**config.mk**
```make
export PLATFORM = sky130hd
export DESIGN_NAME = requantize
export DESIGN_NICKNAME = d
export VERILOG_FILES = /design/src/rtl/requantize_pkg.sv /design/src/rtl/requantize_pipe_stage.sv /design/src/rtl/requantize.sv
export SDC_FILE = /design/constraint.sdc
export NUM_CORES = 1
export LEC_CHECK = 0
export ABC_AREA = 1
export CAP_MARGIN = 20
export CORE_MARGIN = 3
export CORE_UTILIZATION = 45
export DETAILED_ROUTE_END_ITERATION = 8
export HOLD_SLACK_MARGIN = 0.15
export PLACE_DENSITY = 0.8
export REMOVE_ABC_BUFFERS = 1
export SLEW_MARGIN = 20
export SYNTH_ARGS = -nofsm -noshare
export SYNTH_HDL_FRONTEND = slang
export SYNTH_SLANG_ARGS = --single-unit
```
**constraint.sdc**
```tcl
create_clock -name clk -period 2.4 [get_ports clk]
set_input_delay 0.48 -clock clk [delete_from_list [all_inputs] [get_ports clk]]
set_output_delay 0.48 -clock clk [all_outputs]
set_load 0.02 [all_outputs]
```
**src/rtl/requantize_pkg.sv**
```systemverilog
// Shared types and constants for the requantize datapath.
package requantize_pkg;

  typedef enum logic [1:0] {
    RND_TRUNC     = 2'd0,
    RND_HALF_UP   = 2'd1,
    RND_HALF_EVEN = 2'd2,
    RND_RSVD      = 2'd3
  } round_mode_t;

  // Largest value representable in a signed word of resw bits
  function automatic longint sat_max(input int resw);
    return (longint'(1) <<< (resw - 1)) - longint'(1);
  endfunction

  // Smallest value representable in a signed word of resw bits
  function automatic longint sat_min(input int resw);
    return -(longint'(1) <<< (resw - 1));
  endfunction

endpackage

```
**src/rtl/requantize_pipe_stage.sv**
```systemverilog
// Valid/ready register slice: one entry, loads when empty or when downstream
// takes the held word, so a full slice still sustains one word per cycle.
module pipe_stage
  import requantize_pkg::*;
#(
  parameter int WIDTH = 8
) (
  input  logic             clk,
  input  logic             rst,
  input  logic [WIDTH-1:0] in_data,
  input  logic             in_valid,
  output logic             in_ready,
  output logic [WIDTH-1:0] out_data,
  output logic             out_valid,
  input  logic             out_ready
);

  logic             valid_q, valid_d;
  logic [WIDTH-1:0] data_q, data_d;
  logic             load;

  // Next state: on load take whatever upstream offers; otherwise hold
  always_comb begin
    load    = !valid_q || out_ready;
    valid_d = valid_q;
    data_d  = data_q;
    if (load) begin
      valid_d = in_valid;
      if (in_valid) data_d = in_data;
    end
  end

  // State register; reset drops any held word
  always_ff @(posedge clk) begin
    if (rst) begin
      valid_q <= 1'b0;
      data_q  <= '0;
    end else begin
      valid_q <= valid_d;
      data_q  <= data_d;
    end
  end

  assign in_ready  = load;
  assign out_data  = data_q;
  assign out_valid = valid_q;

endmodule

```
**src/rtl/requantize.sv**
```systemverilog
// Streaming signed requantizer: shift/round stage then saturate stage.
// Optional saturation flag and event counter under REQUANTIZE_SAT_COUNT_EN.
module requantize
  import requantize_pkg::*;
#(
  parameter int ARGW  = 24,
  parameter int RESW  = 16,
  parameter int SHIFT = 0,
  parameter int CNTW  = 16
) (
  input  logic            clk,
  input  logic            rst,
  input  logic [ARGW-1:0] arg_data,
  input  logic            arg_valid,
  output logic            arg_ready,
  input  logic [1:0]      mode,
  output logic [RESW-1:0] res_data,
  output logic            res_valid,
  input  logic            res_ready
`ifdef REQUANTIZE_SAT_COUNT_EN
  ,
  output logic            res_sat,
  output logic [CNTW-1:0] sat_count
`endif
);

  // One extra bit of headroom so the rounding add never wraps
  localparam int SH1 = (SHIFT > 0) ? SHIFT - 1 : 0;
  localparam logic signed [ARGW:0] ONE  = {{ARGW{1'b0}}, 1'b1};
  localparam logic signed [ARGW:0] HALF = (SHIFT > 0) ? (ONE << SH1) : '0;
  localparam logic signed [ARGW:0] MAXV = (ARGW+1)'(sat_max(RESW));
  localparam logic signed [ARGW:0] MINV = (ARGW+1)'(sat_min(RESW));

`ifdef REQUANTIZE_SAT_COUNT_EN
  localparam int S2W = RESW + 1;
`else
  localparam int S2W = RESW;
`endif

  round_mode_t           mode_e;
  logic signed [ARGW:0]  arg_ext, bias, rnd_sum, rnd_q;
  logic        [ARGW:0]  s1_data;
  logic                  s1_valid, s2_in_ready;
  logic        [RESW-1:0] sat_res;
  logic                  sat_hi, sat_lo;
  logic        [S2W-1:0] s2_in, s2_out;

  assign mode_e  = round_mode_t'(mode);
  assign arg_ext = {arg_data[ARGW-1], arg_data};

  // Rounding bias then arithmetic shift; half-even adds one less on an even LSB
  always_comb begin
    bias = '0;
    if (SHIFT > 0) begin
      case (mode_e)
        RND_HALF_UP:   bias = HALF;
        RND_HALF_EVEN: bias = HALF - ONE + {{ARGW{1'b0}}, arg_data[SHIFT]};
        default:       bias = '0;
      endcase
    end
    rnd_sum = arg_ext + bias;
    rnd_q   = rnd_sum >>> SHIFT;
  end

  pipe_stage #(.WIDTH(ARGW + 1)) u_s1 (
    .clk       (clk),
    .rst       (rst),
    .in_data   (rnd_q),
    .in_valid  (arg_valid),
    .in_ready  (arg_ready),
    .out_data  (s1_data),
    .out_valid (s1_valid),
    .out_ready (s2_in_ready)
  );

  // Clamp the rounded value into the signed result range
  always_comb begin
    sat_hi  = $signed(s1_data) > MAXV;
    sat_lo  = $signed(s1_data) < MINV;
    sat_res = s1_data[RESW-1:0];
    if (sat_hi)      sat_res = MAXV[RESW-1:0];
    else if (sat_lo) sat_res = MINV[RESW-1:0];
  end

`ifdef REQUANTIZE_SAT_COUNT_EN
  assign s2_in = {sat_hi | sat_lo, sat_res};
`else
  assign s2_in = sat_res;
`endif

  pipe_stage #(.WIDTH(S2W)) u_s2 (
    .clk       (clk),
    .rst       (rst),
    .in_data   (s2_in),
    .in_valid  (s1_valid),
    .in_ready  (s2_in_ready),
    .out_data  (s2_out),
    .out_valid (res_valid),
    .out_ready (res_ready)
  );

  assign res_data = s2_out[RESW-1:0];

`ifdef REQUANTIZE_SAT_COUNT_EN
  logic [CNTW-1:0] sat_count_q, sat_count_d;

  assign res_sat = s2_out[RESW];

  // Count clamped words as they leave; stick at all-ones
  always_comb begin
    sat_count_d = sat_count_q;
    if (res_valid && res_ready && res_sat && !(&sat_count_q))
      sat_count_d = sat_count_q + 1'b1;
  end

  // Counter register
  always_ff @(posedge clk) begin
    if (rst) sat_count_q <= '0;
    else     sat_count_q <= sat_count_d;
  end

  assign sat_count = sat_count_q;
`endif

endmodule

```
---- Yosys cells after proc, flatten, opt, wreduce, memory -nomap -nowiden ----
Index checks and enable logic that the tools add are counted.
cells by class
  order comparisons ....................... 2
  mux-type cells .......................... 2
  reduce and logical (&&, ||, !) cells .... 6
operator list
  cell                                                          number
  two-way mux 16 bit                                            2
  > comparator 24 x 16 -> 1 bit, second input constant          1
  less-than comparator 24 x 16 -> 1 bit, second input constant  1
  AND reduction 2 bit                                           2
  logical NOT 1 bit                                             2
  logical OR 1 bit                                              2
word-level totals
  bits of input ports ..................... 30
  register bits after elaboration ......... 42
  output and inout port bits .............. 18

---- Longest topological paths before layout ----
Gate-level depths: netlist of the first run.
  depth in word-level cells ............... 4
  gate-level depth with buffers ........... 8
  gate-level depth less buffers ........... 7

---- Modules after synthesis ----
Synthesis of the first run repeated with hierarchy kept, for this count alone.
second synthesis, totals
  cells, all modules ...................... 328
  area, all modules ....................... 2,278.4 um2
modules (own cells, without submodules)
  module             times used  cells an instance  sequential area each (um2)  area an instance (um2)
  pipe_stage (u_s1)  1           169                520.5                       1,228.7
  pipe_stage (u_s2)  1           110                340.3                       804.5
  requantize         1           49                 0.0                         245.2

---- Least setup slack after synthesis of the first run ----
No wires, ideal clock.
  path kind ............................... input to register
  start point ............................. in res_ready
  end point ............................... reg u_s1.data_q[15] (netlist: u_s1.out_data[15])
  path slack .............................. 1,138 ps
  setup time .............................. 116 ps
  arrival ................................. 1,146 ps
  stages .................................. 6
  path through ............................ inv_1 -> nand3_2 -> nand2_2 -> clkinv_1 -> nor2_1 -> nor2_1
between the ends
  cells in the longest elaborated chain, start to end .. 3
RTL lines
  item                                  line                         source
  start: declaration                    requantize.sv:19             input logic res_ready
  logical OR 1 bit (2 in series)        requantize_pipe_stage.sv:24  load = !valid_q || out_ready;
  net arg_ready                         requantize.sv:15             output logic arg_ready,
  AND reduction 2 bit (no source line)  -
  end signal: assignment                requantize_pipe_stage.sv:40  data_q <= data_d;
  end: declaration                      requantize_pipe_stage.sv:19  logic [WIDTH-1:0] data_q, data_d;
The timed path passes the listed nets, and every way through them passes these cells.
A chain may end at the register's enable or synchronous reset.

---- Final worst setup path of the first run ----
  start point ............................. in res_ready
  end point ............................... out arg_ready
between the ends
  cells in the longest elaborated chain, start to end .. 2
RTL lines
  item                            line
  logical OR 1 bit (2 in series)  requantize_pipe_stage.sv:24
  end: declaration                requantize.sv:15
No other way between the ends.

==> results of run 1 <==
metal layers:
| layer | track usage, % | part of all wire (%) | vias up | wire (um) |
|---|---|---|---|---|
| li1 | - | - | 780 | - |
| met1 | 21.7 | 50 | 614 | 1660 |
| met2 | 26.3 | 43 | 41 | 1430 |
| met3 | 4.59 | 6.5 | 5 | 219 |
| met4 | 7.61 | 1.3 | 0 | 45 |
| met5 | 0 | 0 | - | 0 |
worst max-delay path, cell delays in order:
cell and delay (ps):
clkdlybuf4s50_1 450, inv_1 60, nand3_2 80, clkdlybuf4s50_1 610
cells in the mapped netlist, drive strengths merged:
library cell	number	share of area [%]
buf	9	3.5
o21ai	39	12
inv	18	4.2
dfxtp	42	52
nor2	54	13
nand2	13	3.5
clkinv	1	0.23
o21bai	1	0.46
nand3	1	0.62
clkbuf	4	1.0
a21oi	33	10
registers in the layout, indices dropped and copies added (netlist names):
register        cells
u_s2.out_data      16
u_s1.out_valid      1
u_s1.out_data      24
u_s2.out_valid      1
cells in the final DEF, fill, tap and decap left out:
cell type,instances
nor2_1,53
buf_4,3
clkbuf_4,5
o21ai_0,35
buf_12,1
inv_1,17
dfxtp_1,42
nand2_2,3
clkdlybuf4s50_1,45
a21oi_1,33
clkinv_1,1
nand3_2,1
inv_2,1
clkbuf_1,2
nand2_1,10
nor2_2,1
o21ai_1,4
o21bai_1,1
where the power goes:
part / switching [uW] / leakage (uW) / internal (uW) / total (uW)
sequential: 22.6 / 0.000348 / 749 / 771
combinational: 121 / 0.000499 / 120 / 240
clock: 203 / 0.0000254 / 111 / 314
total: 346 / 0.000873 / 979 / 1330
worst max-delay path by stage:
stage                        endpoint  slack, ps  cells past startpoint      start
finish                      arg_ready        240                      4  res_ready
global route                arg_ready        190                      4  res_ready
CTS                         arg_ready        240                      4  res_ready
detailed placement          arg_ready        240                      4  res_ready
global placement            arg_ready        250                      4  res_ready
floorplan           u_s1.out_data[15]        710                      6  res_ready
metrics by stage:
stage / area [sq um] / instances / worst slack, ps / total power (uW) / hold slack [ps]
after CTS: 2150 / 304 / 235 / 1350 / 463
final: 2150 / 304 / 241 / 1330 / 460
after global routing: 2150 / 304 / 189 / 1400 / 474
after detailed placement: 2100 / 297 / 243 / 1030 / 446
after floorplan: 1550 / 202 / 714 / 907 / 432
after global placement: 2100 / 297 / 253 / 1030 / 439
logic make-up (layout without fill, tap and decap cells):
logic type      count (synthesis)  after routing  share of synthesized area [%]
simple gates                   68             68                           16.7
compound gates                 73             73                           22.6
flops                          42             42                           51.7
buf+inv                        32             75                           8.93
layout make-up:
cell class | instances | area [sq um]
Inverter | 19 | 71.3
Clock buffer | 7 | 45.0
Tap cell | 46 | 57.6
Sequential cell | 42 | 841
Timing Repair Buffer | 49 | 493
Multi-Input combinational cell | 141 | 639
Fill cell | 326 | 1270
==> metrics.cfg, run 1 <==
[status]
status=complete, no violations

[setup_path]
crit_path_max_fanout=3
critPathCaptureType=primary output
arrival_ps=1680
timing.rr.start=u_s2.out_valid
rr_worst_depth=5
cp.required_ps=1920
crit_path_start_kind=input pin
r2r_end=u_s1.out_data[22]
r2r_slack_ps=990
critPathKind=in -> out

[global_route]
grt_pass1_vias=1344
grtUsageTotal_pct=16.9
grt_start_max_net_pins=40
grt.overflow.total=0
grt_pass1_wl_um=5730
antenna_found_initial=0

[routing]
drt_wl_total_um=3360
vias=1440
ant_nets=0
viasPerCell=4.74
first_pass_iters=4
drc_errors=0
avgRoutedWirePerCell_um=11.0
drt_iter0_drc=94

[logic_synthesis]
ys_ff_latch=42
synth_cell_type_count=17
synth.yosys.seq_area_share_pct=51.7
syn_area_sq_um=1630
postSynthCellCount=215
synth_warnings=0
post_synth.cell_area_avg_sq_um=7.56

[floorplanning]
die_w_um=66.1
die_area_sq_um=4370
initial_core_util_pct=47.6
num_rows=21
die_h_um=66.1
core_sq_um=3420
ioPinCount=48

[cts]
hold_buffers=0
cts_made_buffers=5
cts.clk_slew.worst_paths_ps=110
clock-sinks=42
cts_resized=0
htree_num_levels=2
cts_tree=built
clk_path_buf_depth=2
clk_latency_ps=340
cts-root-buf=clkbuf_4
postCtsSetupBuffers=0

[flow_run]
drv_cap=0

[cells_and_area]
insertedDiodeCount=0
syn2layout_area_growth_pct=32.1
nets=288
drive_above_1_share_pct=5.81
fin_util_pct=62.9

[timing]
rsz0062_at_grt=false
finalCritPeriodShare_pct=90.0
timing.setup.tns_ps=0
drv_slew=0
worst_slew_pin_slew_ps=539
finalSetupViolations=0
fin_skew_ps=3.43
fmax_ghz=0.463
hold_violations=0
finalCriticalPeriod_ps=2160
relSlewSlack_pct=64.0

[worst_hold_path]
worst_hold_path_type=reg -> reg
hold_path_depth=2
min_to=u_s1.out_data[1]
worstHoldStart=u_s1.out_data[1]

[power_and_ir_drop]
p_leak_uw=0.000873
p_per_area_nw_per_um2=617
ir_worst_vdd_mv=0.338

[placement]
port_buffers=45
hpwl_um=2180
place.gp.congestion=0.738

No activity file was read; power rests on OpenSTA's default activity.
==> run 2: changes to the inputs <==
Settings changed: SETUP_SLACK_MARGIN set to 0.2.
==> metrics.cfg, run 2 (same netlist as run 1, synthesis figures left out) <==
[status]
status=complete, no violations

[setup_path]
cp.buffers_inverters=1  ; -2
crit_family=buffers and inverters
cp.required_ps=1920  ; about the same
crit_path_max_fanout=3  ; unchanged
cpMaxStageDelayCell=clkdlybuf4s50_1
critPathCaptureType=primary output
rr_worst_depth=5  ; unchanged
crit_path_start_kind=flip-flop
timing.rr.start=u_s2.out_valid
arrival_ps=1320  ; -360 ps
critPathKind=reg -> out
slowest_delay_ps=610  ; about the same
crit_chain=clkdlybuf4s50_1
path_depth=1  ; -3
r2r_end=u_s1.out_data[22]
r2r_slack_ps=990  ; about the same

[worst_hold_path]
worstHoldStart=u_s1.out_data[1]
worst_hold_path_type=reg -> reg
hold_path_depth=2  ; unchanged
min_to=u_s1.out_data[1]

[power_and_ir_drop]
p_per_area_nw_per_um2=617  ; -0.12%
p_leak_uw=0.000873  ; about the same
p_seq_share_pct=58.2  ; about the same
pwr-share-comb_pct=18.1  ; about the same
p_clk_share_pct=23.7  ; about the same
power.internal_uw=979  ; about the same
net-switching-power_uw=346  ; about the same
swShare_pct=26.1  ; about the same
ir_worst_vdd_mv=0.338  ; unchanged

[global_route]
grt_pass1_wl_um=5730  ; unchanged
globalRouteMet3Util_pct=4.59  ; unchanged
use_met2_pct=26.3  ; unchanged
grtUsageTotal_pct=16.9  ; unchanged
antenna_found_initial=0  ; unchanged
busiest_layer=met2
grt.overflow.total=0  ; unchanged
grt_pass1_vias=1344  ; unchanged
use_met1_pct=21.7  ; unchanged
grt_start_max_net_pins=40  ; unchanged

[timing]
relSlewSlack_pct=64.0  ; unchanged
rsz0062_at_grt=false
finalSetupViolations=0  ; unchanged
fmax_ghz=0.555  ; +20%
hold_violations=0  ; unchanged
drv_slew=0  ; unchanged
fin_skew_ps=3.43  ; unchanged
finalCritPeriodShare_pct=75.0  ; -15 points
timing.setup.tns_ps=0  ; unchanged
worst_slew_pin_slew_ps=539  ; unchanged
finalCriticalPeriod_ps=1800  ; -359 ps

[routing]
drc_errors=0  ; unchanged
drt_wl_total_um=3360  ; about the same
vias=1440  ; unchanged
first_pass_iters=4  ; unchanged
drt_iter0_drc=100  ; +6.4%
ant_nets=0  ; unchanged
avgRoutedWirePerCell_um=11.0  ; about the same
viasPerCell=4.74  ; unchanged

[placement]
postPlaceCellArea_sq_um=2100  ; unchanged
port_buffers=45  ; unchanged
hpwl_um=2180  ; unchanged
place.gp.congestion=0.738  ; unchanged
dp.cells=297  ; unchanged

[floorplanning]
initial_core_util_pct=47.6  ; unchanged
die_area_sq_um=4370  ; unchanged
num_rows=21  ; unchanged
die_h_um=66.1  ; unchanged
core_sq_um=3420  ; unchanged
die_w_um=66.1  ; unchanged
ioPinCount=48  ; unchanged

[cts]
hold_buffers=0  ; unchanged
clk_latency_ps=340  ; about the same
cts.clk_slew.worst_paths_ps=110  ; about the same
clk_path_buf_depth=2  ; unchanged
postCtsSetupBuffers=0  ; unchanged
cts_tree=built
htree_num_levels=2  ; unchanged
cts_made_buffers=5  ; unchanged
clock-sinks=42  ; unchanged
cts-root-buf=clkbuf_4
cts_resized=0  ; unchanged

[cells_and_area]
nets=288  ; unchanged
layout_common_cells=nor2_1 (53), clkdlybuf4s50_1 (44), dfxtp_1 (42), o21ai_0 (35), a21oi_1 (33)
drive_above_1_share_pct=5.81  ; unchanged
insertedDiodeCount=0  ; unchanged
largest_reg_flops=24  ; unchanged
layout_commonest_cell=nor2_1
final_cell_area_sq_um=2150  ; +0.12%
syn2layout_area_growth_pct=32.3
fillers=325  ; -0.31%
final_cells=304  ; unchanged

[flow_run]
drv_cap=0  ; unchanged

-- run 2: changes by cell type in the layout (fill, tap and decap cells not counted), sizes merged --
cell           delta
dlymetal6s2s      +1
clkdlybuf4s50     -1
-- run 2: through the flow --
| step | power, uW | hold slack, ps | setup WS [ps] | utilization, % |
|---|---|---|---|---|
| 6_report | 1330 | 460 | 600 | 62.9 |
| 5_1_grt | 1400 | 474 | 535 | 62.9 |
| 4_1_cts | 1350 | 463 | 235 | 62.9 |
| 3_5_place_dp | 1030 | 446 | 243 | 61.5 |
| 3_3_place_gp | 1030 | 439 | 253 | 61.5 |
| 2_1_floorplan | 907 | 432 | 714 | - |
-- run 2: final cells by class --
class,count,area [sq um],share of cell area [%]
Inverter,19,71.3,3.32
Tap cell,46,57.6,2.68
Clock buffer,7,45.0,2.10
Multi-Input combinational cell,141,639,29.7
Sequential cell,42,841,39.1
Timing Repair Buffer,49,495,23.1
-- run 2: worst max-delay path by stage --
stage / start / end
global placement: res_ready / arg_ready
global route: u_s2.out_valid / res_valid
detailed placement: res_ready / arg_ready
finish: u_s2.out_valid / res_valid
floorplan: res_ready / u_s1.out_data[15]
CTS: res_ready / arg_ready
-- run 2: power groups by stage --
stage	logic, uW	registers [uW]	clock network [uW]
final	240	771	314
after global placement	239	786	0
after CTS	243	771	331
after floorplan	93.0	814	0
after detailed placement	242	787	0
after global routing	268	777	351
-- run 2: metal layers --
metal | part of all wire (%) | up-vias
met4 | 1.3 | 0
li1 | - | 780
met3 | 6.6 | 5
met2 | 43 | 41
met1 | 49 | 614
met5 | 0 | -
==> run 3: changes to the inputs <==
Settings changed: CORE_UTILIZATION 45 to 41, PLACE_DENSITY 0.8 to 0.77.
Clock period 2.4 ns to 1.6 ns, I/O delays scaled along.
==> metrics.cfg, run 3 (same netlist as run 1, synthesis figures left out) <==
[timing]
rsz0062_at_grt=true
finalCritPeriodShare_pct=86.3
hold_violations=0  ; unchanged
finalCriticalPeriod_ps=1380
drv_slew=0  ; unchanged
finalSetupViolations=0  ; unchanged
fin_skew_ps=2.53  ; -0.904 ps
relSlewSlack_pct=77.8  ; +14 points
fmax_ghz=0.724
hold-worst-slack_ps=451  ; -9.33 ps
worst_slew_pin_slew_ps=331  ; -207 ps

[cells_and_area]
largest_reg_flops=24  ; unchanged
final_cell_area_sq_um=2270  ; +5.7%
insertedDiodeCount=0  ; unchanged
syn2layout_area_growth_pct=39.8
layout_commonest_cell=nor2_1
fillers=383  ; +18%
drive_above_1_share_pct=9.09  ; +3.3 points
layout_common_cells=nor2_1 (52), dfxtp_1 (42), o21ai_0 (33), a21oi_1 (33), clkdlybuf4s50_1 (27)
nets=294  ; +2.1%

[power_and_ir_drop]
net-switching-power_uw=551  ; +59%
p_per_area_nw_per_um2=949  ; +54%
p_leak_uw=0.00100  ; +15%
pwr-share-comb_pct=17.5  ; -0.6 points
ir_worst_vdd_mv=0.666  ; +97%
power.internal_uw=1610  ; +64%
power_uw=2160  ; +63%
p_clk_share_pct=28.8  ; +5.1 points
swShare_pct=25.5  ; -0.61 points
p_seq_share_pct=53.7  ; -4.5 points

[global_route]
antenna_found_initial=0  ; unchanged
grt_pass1_wl_um=5950  ; +3.9%
grt_pass1_vias=1384  ; +3.0%
grt.overflow.total=0  ; unchanged
grt_start_max_net_pins=40  ; unchanged
grtUsageTotal_pct=16.7  ; -0.15 points

[worst_hold_path]
worst_hold_path_type=reg -> reg

[routing]
drt_iter0_drc=126  ; +26%
vias=1533  ; +6.5%
drc_errors=0  ; unchanged
viasPerCell=4.91  ; +3.7%
first_pass_iters=4  ; unchanged
drt_wl_total_um=3730  ; +11%
ant_nets=0  ; unchanged
avgRoutedWirePerCell_um=11.9  ; +8.1%

[cts]
cts-root-buf=clkbuf_8
htree_num_levels=2  ; unchanged
cts_made_buffers=5  ; unchanged
clk_path_buf_depth=2  ; unchanged
cts_tree=built
postCtsSetupBuffers=0  ; unchanged
clk_latency_ps=280  ; -60 ps
cts.clk_slew.worst_paths_ps=70  ; -40 ps
clock-sinks=42  ; unchanged

[setup_path]
critPathKind=in -> out
cp.required_ps=1280  ; -640 ps
critPathCaptureType=primary output
crit_path_max_fanout=2  ; -1
crit_path_start_kind=input pin
arrival_ps=1060  ; -260 ps
r2r_slack_ps=390  ; -600 ps

[floorplanning]
core_sq_um=3740  ; +9.6%
die_h_um=69.0  ; +4.3%
die_w_um=69.0  ; +4.3%
initial_core_util_pct=43.4  ; -4.2 points
die_area_sq_um=4760  ; +8.8%
ioPinCount=48  ; unchanged
num_rows=22  ; +4.8%

[status]
status=complete, no violations

[flow_run]
drv_cap=0  ; unchanged

[placement]
port_buffers=45  ; unchanged
place.gp.congestion=0.679  ; -7.9%
hpwl_um=2440  ; +12%
postPlaceCellArea_sq_um=2180  ; +3.7%

run 3: cell types whose count changed in the layout (fill, tap and decap cells not counted), sizes merged:
cell / before / now
clkbuf: 7 / 9
buf: 4 / 9
clkdlybuf4s50: 44 / 27
dlymetal6s2s: 1 / 0
dlygate4sd2: 0 / 17
run 3: layer usage:
layer	global-route usage (%)	share of wire [%]	up-vias
met3	4.05	6.3	4
met5	0	0	-
met4	5.11	0.83	0
met1	21.2	46	691
li1	-	-	790
met2	28.0	46	48
run 3: final cells by class:
class / instances / area (sq um) / share of cell area (%)
inverters: 19 / 72.6 / 3.19
well taps: 48 / 60.1 / 2.64
flip-flops and latches: 42 / 841 / 37.0
clock buffers: 7 / 76.3 / 3.36
repair buffers: 55 / 567 / 24.9
multi-input cells: 141 / 656 / 28.9
run 3: critical path: stages:
cell	delay, ps
clkdlybuf4s50_1	460
inv_1	50
nand3_2	60
clkbuf_2	170
run 3: path summary, 6_finish.rpt:
kind | start | end | cells past startpoint
max reg2reg | u_s1.out_data[20] | u_s2.out_data[9] | 6
max | res_ready | arg_ready | 4
min | u_s1.out_data[12] | u_s1.out_data[12] | 2
min reg2reg | u_s1.out_data[12] | u_s1.out_data[12] | 2
run 3: stage by stage:
step / utilization (%) / cells / worst slack (ps) / TNS, ps
after floorplan: - / 202 / -48.4 / -436
after global placement: 58.2 / 304 / -200 / -1220
after detailed placement: 58.2 / 304 / -216 / -1690
after CTS: 59.7 / 311 / 54.6 / 0
after global routing: 60.7 / 312 / 186 / 0
final: 60.7 / 312 / 219 / 0
run 3: repair_timing:
action	in CTS	in global routing
gates resized for setup	19	7
cloned	0	1
pin swaps	0	0
endpoints found under the setup margin	27	16
hold buffers	0	0
run 3: power by group through the flow:
| stage | Clock [uW] | Sequential, uW | Combinational, uW |
|---|---|---|---|
| after floorplan | 0 | 1220 | 139 |
| after global placement | 0 | 1180 | 379 |
| after detailed placement | 0 | 1180 | 387 |
| after CTS | 635 | 1160 | 368 |
| after global routing | 684 | 1170 | 421 |
| final | 621 | 1160 | 378 |
